$ cat src/rtl/cic_comp_pkg.sv
// Shared types and helpers for the CIC compensation FIR.
package cic_comp_pkg;

   typedef enum logic [1:0] {
      IDLE  = 2'd0,
      MAC   = 2'd1,
      ROUND = 2'd2
   } fir_state_t;

   // Accumulator width: full product width plus headroom for summing every tap.
   function automatic int acc_width(input int inp_dw, input int coef_w, input int ntaps);
      return inp_dw + coef_w + $clog2(ntaps);
   endfunction

endpackage

$ cat src/rtl/cic_comp_ring.sv
// Circular sample history for the compensation FIR.
// Writes land at a wrapping pointer; reads are addressed by tap age,
// where tap 0 is the most recently written sample.
module cic_comp_ring #(
   parameter int DW    = 18,
   parameter int DEPTH = 16
) (
   input  logic                     clk,
   input  logic                     reset_n,
   input  logic                     wr_en,
   input  logic signed [DW-1:0]     wr_data,
   input  logic [$clog2(DEPTH)-1:0] rd_tap,
   output logic signed [DW-1:0]     rd_data
);

   localparam int AW = $clog2(DEPTH);

   logic signed [DW-1:0] mem [DEPTH];
   logic [AW-1:0]        wr_ptr;
   logic [AW:0]          rd_sum;
   logic [AW-1:0]        rd_idx;

   // Store the new sample and advance the pointer, wrapping after DEPTH-1.
   always_ff @(posedge clk or negedge reset_n) begin
      if (!reset_n) begin
         wr_ptr <= '0;
         for (int i = 0; i < DEPTH; i++) begin
            mem[i] <= '0;
         end
      end else if (wr_en) begin
         mem[wr_ptr] <= wr_data;
         if (wr_ptr == AW'(DEPTH - 1)) begin
            wr_ptr <= '0;
         end else begin
            wr_ptr <= wr_ptr + AW'(1);
         end
      end
   end

   // Map tap age to a slot: newest sample sits one behind the write pointer.
   always_comb begin
      rd_sum = {1'b0, wr_ptr} + (AW+1)'(DEPTH - 1) - {1'b0, rd_tap};
      if (rd_sum >= (AW+1)'(DEPTH)) begin
         rd_idx = AW'(rd_sum - (AW+1)'(DEPTH));
      end else begin
         rd_idx = rd_sum[AW-1:0];
      end
   end

   assign rd_data = mem[rd_idx];

endmodule

$ cat src/rtl/cic_comp_fir.sv
// Serial-MAC compensation FIR placed after a CIC decimator.
// One multiply-accumulate per cycle; the product is registered before
// accumulation, so the last product is folded in during ROUND and the
// rounded, saturated result is registered on the following edge.
module cic_comp_fir
   import cic_comp_pkg::*;
#(
   parameter int                      INP_DW    = 18,
   parameter int                      OUT_DW    = 18,
   parameter int                      COEF_W    = 18,
   parameter int                      COEF_FRAC = 16,
   parameter int                      NTAPS     = 16,
   parameter int                      DEC       = 1,
   parameter logic [NTAPS*COEF_W-1:0] COEFS     = '0
) (
   input  logic                     clk,
   input  logic                     reset_n,
   input  logic signed [INP_DW-1:0] inp_samp_data,
   input  logic                     inp_samp_str,
   output logic signed [OUT_DW-1:0] out_samp_data,
   output logic                     out_samp_str,
   output logic                     overrun
);

   localparam int ACC_W  = acc_width(INP_DW, COEF_W, NTAPS);
   localparam int PROD_W = INP_DW + COEF_W;
   localparam int TAP_W  = $clog2(NTAPS);

   localparam logic signed [ACC_W:0] RND_HALF = (ACC_W+1)'(1) << (COEF_FRAC - 1);
   localparam logic signed [ACC_W:0] SAT_MAX  = (ACC_W+1)'((longint'(1) << (OUT_DW - 1)) - 1);
   localparam logic signed [ACC_W:0] SAT_MIN  = -SAT_MAX - 1;

   fir_state_t               state;
   logic [TAP_W-1:0]         tap;
   logic                     phase;
   logic signed [ACC_W-1:0]  acc;
   logic signed [PROD_W-1:0] prod;
   logic                     out_pend;

   logic                     accept;
   logic                     start;
   logic signed [INP_DW-1:0] tap_samp;
   logic signed [COEF_W-1:0] tap_coef;
   logic signed [PROD_W-1:0] samp_ext;
   logic signed [PROD_W-1:0] coef_ext;
   logic signed [PROD_W-1:0] mult;
   logic signed [ACC_W:0]    rnd_sum;
   logic signed [ACC_W:0]    rnd_shift;
   logic signed [OUT_DW-1:0] sat_data;

   // Samples are only taken while idle; with DEC=2 every other one starts a run.
   assign accept = inp_samp_str && (state == IDLE);
   assign start  = accept && !phase;

   cic_comp_ring #(
      .DW    (INP_DW),
      .DEPTH (NTAPS)
   ) u_ring (
      .clk     (clk),
      .reset_n (reset_n),
      .wr_en   (accept),
      .wr_data (inp_samp_data),
      .rd_tap  (tap),
      .rd_data (tap_samp)
   );

   // Multiply the aged sample by its coefficient at full precision.
   always_comb begin
      tap_coef = COEFS[COEF_W*tap +: COEF_W];
      samp_ext = PROD_W'(tap_samp);
      coef_ext = PROD_W'(tap_coef);
      mult     = samp_ext * coef_ext;
   end

   // Round half up, drop the fractional bits, and clamp to the output range.
   always_comb begin
      rnd_sum   = (ACC_W+1)'(acc) + RND_HALF;
      rnd_shift = rnd_sum >>> COEF_FRAC;
      if (rnd_shift > SAT_MAX) begin
         sat_data = SAT_MAX[OUT_DW-1:0];
      end else if (rnd_shift < SAT_MIN) begin
         sat_data = SAT_MIN[OUT_DW-1:0];
      end else begin
         sat_data = rnd_shift[OUT_DW-1:0];
      end
   end

   // Sequence IDLE -> MAC (NTAPS cycles) -> ROUND, then publish the result.
   always_ff @(posedge clk or negedge reset_n) begin
      if (!reset_n) begin
         state         <= IDLE;
         tap           <= '0;
         phase         <= 1'b0;
         acc           <= '0;
         prod          <= '0;
         out_pend      <= 1'b0;
         out_samp_data <= '0;
         out_samp_str  <= 1'b0;
         overrun       <= 1'b0;
      end else begin
         overrun      <= inp_samp_str && (state != IDLE);
         out_samp_str <= out_pend;
         out_pend     <= 1'b0;
         if (out_pend) begin
            out_samp_data <= sat_data;
         end
         if (accept) begin
            phase <= (DEC == 2) ? ~phase : 1'b0;
         end
         case (state)
            IDLE: begin
               if (start) begin
                  state <= MAC;
                  tap   <= '0;
                  acc   <= '0;
                  prod  <= '0;
               end
            end
            MAC: begin
               prod <= mult;
               acc  <= acc + ACC_W'(prod);
               if (tap == TAP_W'(NTAPS - 1)) begin
                  state <= ROUND;
               end else begin
                  tap <= tap + TAP_W'(1);
               end
            end
            ROUND: begin
               acc      <= acc + ACC_W'(prod);
               out_pend <= 1'b1;
               state    <= IDLE;
            end
            default: begin
               state <= IDLE;
            end
         endcase
      end
   end

endmodule

$ cat config.mk
export PLATFORM = sky130hd
export DESIGN_NAME = cic_comp_fir
export DESIGN_NICKNAME = d
export VERILOG_FILES = /design/src/rtl/cic_comp_pkg.sv /design/src/rtl/cic_comp_ring.sv /design/src/rtl/cic_comp_fir.sv
export SDC_FILE = /design/constraint.sdc
export NUM_CORES = 1
export LEC_CHECK = 0
export BUFFER_PORTS_ARGS = -buffer_cell sky130_fd_sc_hd__buf_2
export CAP_MARGIN = 25
export CORE_MARGIN = 1
export CORE_UTILIZATION = 41
export DETAILED_ROUTE_END_ITERATION = 6
export PLACE_DENSITY = 0.86
export SLEW_MARGIN = 20
export SYNTH_ARGS = -nofsm -noshare
export SYNTH_HDL_FRONTEND = slang
export SYNTH_SLANG_ARGS = --single-unit
$ cat constraint.sdc
create_clock -name clk -period 3.4 [get_ports clk]
set_input_delay 0.68 -clock clk [delete_from_list [all_inputs] [get_ports clk]]
set_output_delay 0.68 -clock clk [all_outputs]
set_load 0.1 [all_outputs]
==> metrics.md, run 1 <==
| Metric | Value |
|---|---|
| CP max stage delay | 0.41 ns |
| Worst reg2reg path endpoint | tap[0]$_DFFE_PN0P_ |
| Number of pins exceeding their max-slew limit in the final report | 0 |
| Critical path's slowest cell | sky130_fd_sc_hd__buf_2 |
| Detail-routed net length per standard cell | 10.29 um |
| Final hold violations | 0 |
| PD cells | 977.6 nW/um^2 |
| Clock sink total | 9 |
| Total area of multi-input combinational cells | 249.0 sq um |
| Crit. End Element | output pin |
| Sequential cell area fraction in the yosys report | 0.4045 |
| Depth of the most critical reg-to-reg path | 4 |
| Fillers | 133 |
| Final period utilization | 0.4917 |
| Largest cells by area after synthesis | sky130_fd_sc_hd__dfrtp_1 (40%), sky130_fd_sc_hd__buf_4 (26%), sky130_fd_sc_hd__nand3_1 (4.5%) |
| Post-route ant nets | 0 |
| Final min period | approximately 1.7 ns |
| Net count, final | 87 |
| GR Layer Usage met2 | 0.1958 |
| Aggregate routed wire length | 803 um |
| GR Util All Layers | 0.1353 |
| Area Overhead vs Synth | -2.697% |
| Status | completed |
| Reg area | 225.2 sq um |
| Iteration-0 DRC count of the detailed router | 10 |
| Number of antenna violations at the first check in global routing | 0 |
| Met1 Use GR | 0.1434 |
| Peak Freq | approximately 0.60 GHz |
| Remaining design rule violation count | 0 |
| Synthesized area | roughly 560 sq um |
| Chip Height | 38.85 um |
| Vias in the first global route | 282 |
| Clock Pin Slew Worst Setup and Hold Paths | 0.06 ns |
| Total number of placement rows | 12 |
| Final non-filler cell total | 78 |
| CP Launch Type | register |
| IO buf count | 4 |
| Placer's final routability congestion estimate | 0.8878 |
| Initial standard-cell utilization of the core | 0.4694 |
| Total Neg Setup Slack | 0 ns |
| Clock buffers created by TritonCTS | 3 |
| Post-Place Worst Slack | 2.006 ns |
| Clock skew | 0.002506 ns |
| Core footprint | between 1000 and 1500 sq um |
| Count of boundary I/O pins | 41 |
| Total number of vias | 365 |
| Post-synthesis register bit count | 9 |
| Count of final setup violators | 0 |
| Max FO, Critical Path | 1 |
| Launch point of the worst path | out_samp_str$_DFF_PN0_ |
| Number of distinct library cells after synthesis | 20 |
| Cell family with most CP delay | buffers and inverters |
| Worst setup slack for register-to-register paths | 2.06 ns |
| Arrival time of data at the critical path endpoint | 0.99 ns |
| Via-to-Cell Ratio | 4.679 |
| Number of cells produced by synthesis | 58 |
| Root Buffer | sky130_fd_sc_hd__clkbuf_4 |
| Antenna diode instance count | 0 |
| First-pass GRT wire length | ~1.2 mm |
| Busiest layer in global routing | met2 |
| Total buffers and inverters traversed by the critical path | 1 |
| Average cell area after synthesis | 9.600 sq um |
| Synth area leader | sky130_fd_sc_hd__dfrtp_1 |
| Worst-skew pair later-pin latency | approximately 0.26 ns |
| Clock Tree Buf Depth | 2 |
| Worst min-delay path class | input pin to async pin |
| CTS-repair resized insts | 0 |
| Grt met3 use | 0.1098 |
| Deepest level of the CTS H-tree | 1 |
| Peak supply drop | between 0.0003 and 0.0004 V |
| CTS tree | done |
| Chip Width | 38.85 um |
| Data required time at the worst endpoint | 2.72 ns |
| Overflow left after global routing | 0 |
| Pin count of the biggest net entering global routing | 10 |
| 1st-pass router iterations | 3 |
| Post-CTS Repair Setup Buffers | 0 |
| Leakage power total | ~0.27 nW |
| Classification of the worst setup path | register to output pin |
| Ratio of cells with drive above 1 in the final layout | 0.1563 |
| CTS Hold Buffers Added | 0 |
| Post-layout worst setup margin | 1.728 ns |
| Half-perimeter wire length after placement | 609.8 um |
| Portion of synthesized cell area occupied by the leading cell type | 0.4045 |
| Synth Warn # | 0 |
| Critical R2R Launch | tap[0]$_DFFE_PN0P_ |
| Sequence of cells on the critical path | buf_2 |
| Placed Cells | 74 |
| Count of max-cap constraint violations | 0 |
| Die ar. | 1509 sq um |
| RSZ-0062 raised after global routing | no |
cells in the mapped netlist:
| master | n |
|---|---|
| sky130_fd_sc_hd__nand2b_4 | 1 |
| sky130_fd_sc_hd__and3_4 | 1 |
| sky130_fd_sc_hd__a221oi_2 | 1 |
| sky130_fd_sc_hd__nor2_1 | 3 |
| sky130_fd_sc_hd__a32oi_1 | 1 |
| sky130_fd_sc_hd__o21bai_1 | 1 |
| sky130_fd_sc_hd__or3_1 | 1 |
| sky130_fd_sc_hd__nand2_1 | 3 |
| sky130_fd_sc_hd__nor3_1 | 3 |
| sky130_fd_sc_hd__nand2b_1 | 1 |
| sky130_fd_sc_hd__a21oi_1 | 3 |
| sky130_fd_sc_hd__nand3_1 | 5 |
| sky130_fd_sc_hd__inv_1 | 1 |
| sky130_fd_sc_hd__a41oi_1 | 1 |
| sky130_fd_sc_hd__buf_4 | 19 |
| sky130_fd_sc_hd__nor2b_1 | 1 |
| sky130_fd_sc_hd__and2b_1 | 1 |
| sky130_fd_sc_hd__conb_1 | 1 |
| sky130_fd_sc_hd__dfrtp_1 | 9 |
| sky130_fd_sc_hd__ha_1 | 1 |
layer usage:
layer	wire length (um)	vias to the layer above
met4	0	0
met2	399	19
met1	316	172
li1	-	174
met5	0	-
met3	86	0
final cells by class:
type,instances,area share
flip-flops and latches,9,0.4157
repair buffers,4,0.03695
well taps,14,0.03233
multi-input cells,46,0.4596
inverters,1,0.006928
clock buffers,4,0.04850
power breakdown:
part	switching, mW	internal (mW)
Sequential	0.0574	0.144
Combinational	0.173	0.0723
Clock	0.0369	0.0452
through the flow:
stage / instance area [sq um] / power [mW] / utilization / hold WS [ns]
floorplan: 620.6 / 0.4354 / - / 0.3312
global placement: 515.5 / 0.4391 / 0.4346 / 0.3354
detailed placement: 515.5 / 0.4502 / 0.4346 / 0.3435
CTS: 541.8 / 0.5358 / 0.4568 / 0.2595
global route: 541.8 / 0.5704 / 0.4568 / 0.2632
finish: 541.8 / 0.5296 / 0.4568 / 0.2587
cells in the final DEF, fill, tap and decap left out:
master,synthesis,layout
sky130_fd_sc_hd__clkbuf_1,0,1
sky130_fd_sc_hd__or3_1,1,1
sky130_fd_sc_hd__nand2b_4,1,1
sky130_fd_sc_hd__a221oi_2,1,1
sky130_fd_sc_hd__a32oi_1,1,1
sky130_fd_sc_hd__nand2b_1,1,1
sky130_fd_sc_hd__nand2_1,3,3
sky130_fd_sc_hd__dfrtp_1,9,9
sky130_fd_sc_hd__a41oi_1,1,1
sky130_fd_sc_hd__nor3_1,3,3
sky130_fd_sc_hd__a21oi_1,3,3
sky130_fd_sc_hd__and2b_1,1,1
sky130_fd_sc_hd__o21bai_1,1,1
sky130_fd_sc_hd__buf_2,0,4
sky130_fd_sc_hd__conb_1,1,18
sky130_fd_sc_hd__clkbuf_4,0,3
sky130_fd_sc_hd__inv_1,1,1
sky130_fd_sc_hd__nor2b_1,1,1
sky130_fd_sc_hd__nor2_1,3,3
sky130_fd_sc_hd__nand3_1,5,5
sky130_fd_sc_hd__and3_4,1,1
sky130_fd_sc_hd__ha_1,1,1
sequential cells by signal, indices dropped and copies added, names as in the netlist:
register	cells
tap	4
state	2
out_pend	1
out_samp_str	1
overrun	1
logic make-up (layout without fill, tap and decap cells):
family                     count (synthesis)  after routing  synth area share
adders and majority gates                  1              1           0.02247
and+or+nand+nor                           20             20            0.2045
other                                      1             18          0.006735
DFF                                        9              9            0.4045
AOI/OAI and AO/OA                          7              7           0.09887
buffers and inverters                     20              9            0.2629
worst max-delay path by stage:
stage                   end  cells after the start
2_1_floorplan  out_samp_str                      0
3_3_place_gp   out_samp_str                      1
3_5_place_dp   out_samp_str                      1
4_1_cts        out_samp_str                      1
5_1_grt        out_samp_str                      1
6_report       out_samp_str                      1
(Power assumes the default switching activity.)
==> inputs of run 2 (changes only) <==
- CORE_UTILIZATION: 41 -> 34
- PLACE_DENSITY: 0.86 -> 0.77
- clock period: 3.4 -> 1.5 ns (I/O delays scaled with it)
==> run 2 against run 1 <==
  * Combinational power up 130%
  * Count of clock-buffer cells in the layout stayed put
  * First-iteration DRC count decreased by 30%
  * Largest power group unchanged
==> metrics.md, run 2 (synthesis gave the netlist of run 1 again) <==
| Metric | Value |
|---|---|
| Status | completed |
| Via-to-Cell Ratio | 4.432 (-5.3%) |
| Hold WS | 0.2596 ns (+0.0009690 ns) |
| Overflow left after global routing | 0 (unchanged) |
| Seq pwr share | 0.376 (-0.005) |
| Worst min-delay path class | input pin to register |
| Detail-routed net length per standard cell | 9.728 um (-5.5%) |
| CP max stage delay | 0.43 ns (+0.02 ns) |
| Total buffers and inverters traversed by the critical path | 0 (-1) |
| Final period utilization | 0.8880 |
| Vias in the first global route | 327 (+16%) |
| Chip Width | 42.47 um (+9.3%) |
| Post-Place Worst Slack | 0.1905 ns (-1.815 ns) |
| Power share of the combinational group | 0.466 (+0.002) |
| Clock Tree Buf Depth | 2 (unchanged) |
| IO buf count | 4 (unchanged) |
| GR Util All Layers | 0.1042 (-0.03108) |
| Worst reg2reg path endpoint | tap[0]$_DFFE_PN0P_ |
| Max reg flops | 4 (unchanged) |
| First-pass GRT wire length | 1.331 mm (+6.7%) |
| Share of total power in the clock network | 0.158 (+0.003) |
| Core footprint | 1524 sq um (+28%) |
| CP Launch Type | register |
| Number of antenna violations at the first check in global routing | 0 (unchanged) |
| Critical R2R Launch | tap[0]$_DFFE_PN0P_ |
| Cell area after layout | 554.3 sq um (+2.3%) |
| Clock sink total | 9 (unchanged) |
| Total Neg Setup Slack | 0 ns (unchanged) |
| Launch instance of the worst min-delay path | inp_samp_str |
| Crit. End Element | register |
| Area Overhead vs Synth | -0.4494% |
| Antenna diode instance count | 0 (unchanged) |
| RSZ-0062 raised after global routing | no |
| Total number of vias | 359 (-1.6%) |
| Clock Pin Slew Worst Setup and Hold Paths | 0.06 ns (about the same) |
| Depth of the most critical reg-to-reg path | 4 (unchanged) |
| Remaining design rule violation count | 0 (unchanged) |
| Post-CTS Repair Setup Buffers | 0 (unchanged) |
| Placer's final routability congestion estimate | 0.7891 (-11%) |
| Core Util, Final | 0.3637 (-0.09304) |
| Cell-internal power | 0.5966 mW (+130%) |
| Sequence of cells on the critical path | ha_1 -> and3_4 -> or3_1 -> nand3_1 |
| Reg with most FFs | tap |
| Pin count of the biggest net entering global routing | 10 (unchanged) |
| Final min period | 1.332 ns |
| Worst setup slack for register-to-register paths | 0.17 ns (-1.89 ns) |
| Arrival time of data at the critical path endpoint | 1.53 ns (+0.54 ns) |
| Critical path's slowest cell | sky130_fd_sc_hd__dfrtp_1 |
| CTS tree | done |
| Post-route ant nets | 0 (unchanged) |
| Cell family with most CP delay | simple AND/OR/NAND/NOR gates |
| Clock skew | 0.003373 ns (+0.0008673 ns) |
| End point of the worst hold path | tap[3]$_DFFE_PN0P_ |
| Classification of the worst setup path | register to register |
| Count of boundary I/O pins | 41 (unchanged) |
| Sw Share | 0.5073 (+0.001876) |
| Peak supply drop | 0.0006649 V (+100%) |
| Total number of placement rows | 14 (+2) |
| Post-detailed-placement cell area | 518.0 sq um (+0.49%) |
| Max FO, Critical Path | 6 (+5) |
| Die ar. | 1803 sq um (+19%) |
| Ratio of cells with drive above 1 in the final layout | 0.1538 (-0.002404) |
| Aggregate routed wire length | 788 um (-1.9%) |
| PD cells | 2185 nW/um^2 (+120%) |
| Worst Hold Path Cells | 2 |
| Post-layout worst setup margin | 0.1679 ns (-1.560 ns) |
| Data required time at the worst endpoint | 1.70 ns (-1.02 ns) |
| Final hold violations | 0 (unchanged) |
| Clock buffers created by TritonCTS | 3 (unchanged) |
| Leakage power total | 0.2744 nW (+1.5%) |
| Switching power | 0.6143 mW (+130%) |
| Net count, final | 88 (+1.1%) |
| Half-perimeter wire length after placement | 570.5 um (-6.4%) |
| Iteration-0 DRC count of the detailed router | 7 (-3) |
| Most common library cell in the layout ignoring fill and taps | sky130_fd_sc_hd__conb_1 |
| Initial standard-cell utilization of the core | 0.3654 (-0.1041) |
| Root Buffer | sky130_fd_sc_hd__clkbuf_4 |
| Count of max-cap constraint violations | 0 (unchanged) |
| Chip Height | 42.47 um (+9.3%) |
| Peak Freq | between 0.7 and 0.8 GHz |
| Count of final setup violators | 0 (unchanged) |
| Most used cells in the layout excluding fill and tap cells | sky130_fd_sc_hd__conb_1 (18), sky130_fd_sc_hd__dfrtp_1 (9), sky130_fd_sc_hd__nand3_1 (5) |
| Deepest level of the CTS H-tree | 1 (unchanged) |
| Number of pins exceeding their max-slew limit in the final report | 0 (unchanged) |
| 1st-pass router iterations | 4 (+1) |
| Worst-skew pair later-pin latency | 0.27 ns (about the same) |
| Largest registers in the final layout | tap (4), state (2) |
-- run 2: cell types whose count changed in the layout (fill, tap and decap cells not counted), sizes merged --
cell / previous run / this run
dlygate4sd3: 0 / 1
-- run 2: worst max path at each step --
stage	slack (ns)	from	depth (start not counted)	end
final	0.17	tap[0]$_DFFE_PN0P_	4	tap[0]$_DFFE_PN0P_
after global placement	0.20	tap[0]$_DFFE_PN0P_	4	tap[0]$_DFFE_PN0P_
after CTS	0.17	tap[0]$_DFFE_PN0P_	4	tap[0]$_DFFE_PN0P_
after detailed placement	0.19	tap[0]$_DFFE_PN0P_	4	tap[0]$_DFFE_PN0P_
after floorplan	0.25	tap[0]$_DFFE_PN0P_	4	tap[0]$_DFFE_PN0P_
after global routing	0.11	tap[0]$_DFFE_PN0P_	4	tap[0]$_DFFE_PN0P_
-- run 2: layer usage --
metal  track usage  share of wire  vias to the layer above  routed length [um]
li1              -              -                      172                   -
met1        0.1090           0.42                      167                 328
met2        0.1600           0.47                       17                 370
met3       0.07759          0.099                        3                  78
met4       0.03750          0.013                        0                  10
met5             0              0                        -                   0
-- run 2: worst reg2reg max path, stage by stage (launching register included) --
cell and delay, ns:
sky130_fd_sc_hd__dfrtp_1 0.43, sky130_fd_sc_hd__ha_1 0.27, sky130_fd_sc_hd__and3_4 0.20, sky130_fd_sc_hd__or3_1 0.30, sky130_fd_sc_hd__nand3_1 0.07
-- run 2: area by class of cell --
cell class / count / area [sq um]
fillers: 154 / 969.7
multi-input cells: 46 / 249.0
flip-flops and latches: 9 / 225.2
repair buffers: 5 / 30.03
clock buffers: 4 / 26.28
well taps: 16 / 20.02
inverters: 1 / 3.754
-- run 2: metrics by stage --
step | total power [mW] | std cells
finish | 1.211 | 81
global route | 1.297 | 81
CTS | 1.222 | 81
detailed placement | 1.022 | 76
global placement | 0.9984 | 76
floorplan | 0.9869 | 75
-- run 2: timing repair --
item,CTS,global route
gates resized for setup,0,0
hold buffers,1,0
endpoints found under the hold margin,9,0
-- run 2: power groups by stage --
stage               Clock (mW)  Combinational, mW  Sequential (mW)
floorplan                    0              0.539            0.448
global placement             0              0.547            0.452
detailed placement           0              0.565            0.457
CTS                      0.202              0.567            0.453
global route             0.218              0.606            0.474
finish                   0.191              0.565            0.455
==> inputs of run 3 (changes only) <==
- GPL_TIMING_DRIVEN: not set -> 0
==> run 3 against run 2 <==
  * Combinational power rose by 15%
  * Flip-flop and latch count unchanged
  * Clock skew is essentially flat
  * Critical endpoint unchanged
==> metrics.md, run 3 (synthesis gave the netlist of run 1 again) <==
| Metric | Value |
|---|---|
| IO buf count | 4 (unchanged) |
| CP max stage delay | 0.43 ns (about the same) |
| Final period utilization | 0.8995 (+0.01143) |
| Worst min-delay path class | input pin to register |
| Detail-routed net length per standard cell | 8.470 um (-13%) |
| Max reg flops | 4 (unchanged) |
| Total number of placement rows | 14 (unchanged) |
| Clock buffers created by TritonCTS | 3 (unchanged) |
| Post-route ant nets | 0 (unchanged) |
| Post-Place Worst Slack | 0.1657 ns (-0.02478 ns) |
| Overflow left after global routing | 0 (unchanged) |
| Number of pins exceeding their max-slew limit in the final report | 0 (unchanged) |
| Arrival time of data at the critical path endpoint | 1.55 ns (+0.02 ns) |
| Clock skew | 0.003717 ns (+0.0003441 ns) |
| Via-to-Cell Ratio | 4.130 (-6.8%) |
| Max FO, Critical Path | 6 (unchanged) |
| Clock Pin Slew Worst Setup and Hold Paths | 0.06 ns (about the same) |
| Ratio of cells with drive above 1 in the final layout | 0.3452 (+0.1914) |
| Total number of vias | 413 (+15%) |
| Sum of routed wire segments on met1 | 355 um (+8.2%) |
| Final min period | 1.349 ns (+0.01715 ns) |
| Classification of the worst setup path | register to register |
| Sequence of cells on the critical path | ha_1 -> and3_4 -> or3_1 -> nand3_1 |
| 1st-pass router iterations | 4 (unchanged) |
| Initial standard-cell utilization of the core | 0.3654 (unchanged) |
| Pin count of the biggest net entering global routing | 10 (unchanged) |
| PD cells | 1808 nW/um^2 (-17%) |
| Antenna diode instance count | 0 (unchanged) |
| Deepest level of the CTS H-tree | 1 (unchanged) |
| Final hold violations | 0 (unchanged) |
| Area Overhead vs Synth | 25.17% |
| Status | completed |
| Net count, final | 107 (+22%) |
| Placer's final routability congestion estimate | 0.7803 (-1.1%) |
| Worst-skew pair later-pin latency | 0.26 ns (about the same) |
| Count of boundary I/O pins | 41 (unchanged) |
| GR Util All Layers | 0.1123 (+0.008114) |
| Root Buffer | sky130_fd_sc_hd__clkbuf_4 |
| First-pass GRT wire length | 1.442 mm (+8.3%) |
| Met3 routed wirelength | 82 um (+5.1%) |
| Reg with most FFs | tap |
| Chip Width | 42.47 um (unchanged) |
| Data required time at the worst endpoint | 1.70 ns (about the same) |
| Peak Freq | 0.7412 GHz (-1.3%) |
| Highest Signal Layer | met4 |
| Largest registers in the final layout | tap (4), state (2) |
| CTS tree | done |
| Clock Tree Buf Depth | 2 (unchanged) |
| Count of final setup violators | 0 (unchanged) |
| Remaining design rule violation count | 0 (unchanged) |
| Core Util, Final | 0.4573 (+0.09360) |
| RSZ-0062 raised after global routing | no |
| Core footprint | 1524 sq um (unchanged) |
| CP Launch Type | register |
| Cell area after layout | 696.9 sq um (+26%) |
| Iteration-0 DRC count of the detailed router | 8 (+1) |
| Peak supply drop | 0.0006529 V (-1.8%) |
| Placed Cells | 95 (+25%) |
| Critical path's slowest cell | sky130_fd_sc_hd__dfrtp_1 |
| Chip Height | 42.47 um (unchanged) |
| Number of antenna violations at the first check in global routing | 0 (unchanged) |
| Post-detailed-placement cell area | 660.6 sq um (+28%) |
| Total Neg Setup Slack | 0 ns (unchanged) |
| Half-perimeter wire length after placement | 635.8 um (+11%) |
| Routed wire length on met2 | 401 um (+8.4%) |
| Die ar. | 1803 sq um (unchanged) |
| Count of max-cap constraint violations | 0 (unchanged) |
| Post-layout worst setup margin | 0.1508 ns (-0.01715 ns) |
| Leakage power total | 0.3770 nW (+37%) |
| Most common library cell in the layout ignoring fill and taps | sky130_fd_sc_hd__buf_4 |
| Crit. End Element | register |
| Clock sink total | 9 (unchanged) |
| Most used cells in the layout excluding fill and tap cells | sky130_fd_sc_hd__buf_4 (19), sky130_fd_sc_hd__conb_1 (18), sky130_fd_sc_hd__dfrtp_1 (9) |
| Post-CTS Repair Setup Buffers | 0 (unchanged) |
| Vias in the first global route | 335 (+2.4%) |
| Aggregate routed wire length | 847 um (+7.5%) |
| Final non-filler cell total | 100 (+23%) |
run 3: cell count changes in the layout (fill, tap and decap cells not counted):
cell                    previous run  this run
sky130_fd_sc_hd__buf_4             0        19
run 3: timing repair:
| action | 4_1_cts | 5_1_grt |
|---|---|---|
| resized for setup | 0 | 0 |
| endpoints found under the hold margin | 9 | 0 |
| hold buffers | 1 | 0 |
run 3: final timing paths:
path                                    startpoint                      to  slack (ns)  depth (start not counted)
worst min-delay path                  inp_samp_str      tap[3]$_DFFE_PN0P_        0.25                          2
max in group asynchronous                  reset_n      out_pend$_DFF_PN0_        0.90                          2
worst min register to register  out_pend$_DFF_PN0_  out_samp_str$_DFF_PN0_        0.35                          0
min in group asynchronous                  reset_n      tap[3]$_DFFE_PN0P_        0.42                          2
worst max register to register  tap[0]$_DFFE_PN0P_      tap[0]$_DFFE_PN0P_        0.15                          4
worst max-delay path            tap[0]$_DFFE_PN0P_      tap[0]$_DFFE_PN0P_        0.15                          4
run 3: worst max-delay path, delay by kind of cell (launching register included):
kind,cells,cell delay (ns)
adders and majority gates,1,0.28
DFF,1,0.43
and+or+nand+nor,3,0.57
run 3: final cells by class:
type,count,area [sq um]
fill,160,827.0
timing repair buffer,5,30.03
inverter,1,3.754
tap,16,20.02
clock buffer,4,26.28
buffer,19,142.6
sequential,9,225.2
multi-input combinational,46,249.0
run 3: where the power goes:
part	internal, mW	switching, mW
clock network	0.102	0.0837
logic	0.215	0.434
registers	0.328	0.0972
total	0.645	0.615
run 3: layer usage:
metal,vias up,GRT usage
met2,20,0.1600
met1,179,0.1333
li1,212,-
met3,2,0.07759
met4,0,0.03750
met5,-,0
run 3: stage by stage:
step | hold WS (ns) | power (mW)
2_1_floorplan | 0.004409 | 0.9869
3_3_place_gp | 0.1571 | 1.056
3_5_place_dp | 0.1618 | 1.075
4_1_cts | 0.2431 | 1.273
5_1_grt | 0.2493 | 1.362
6_report | 0.2541 | 1.260
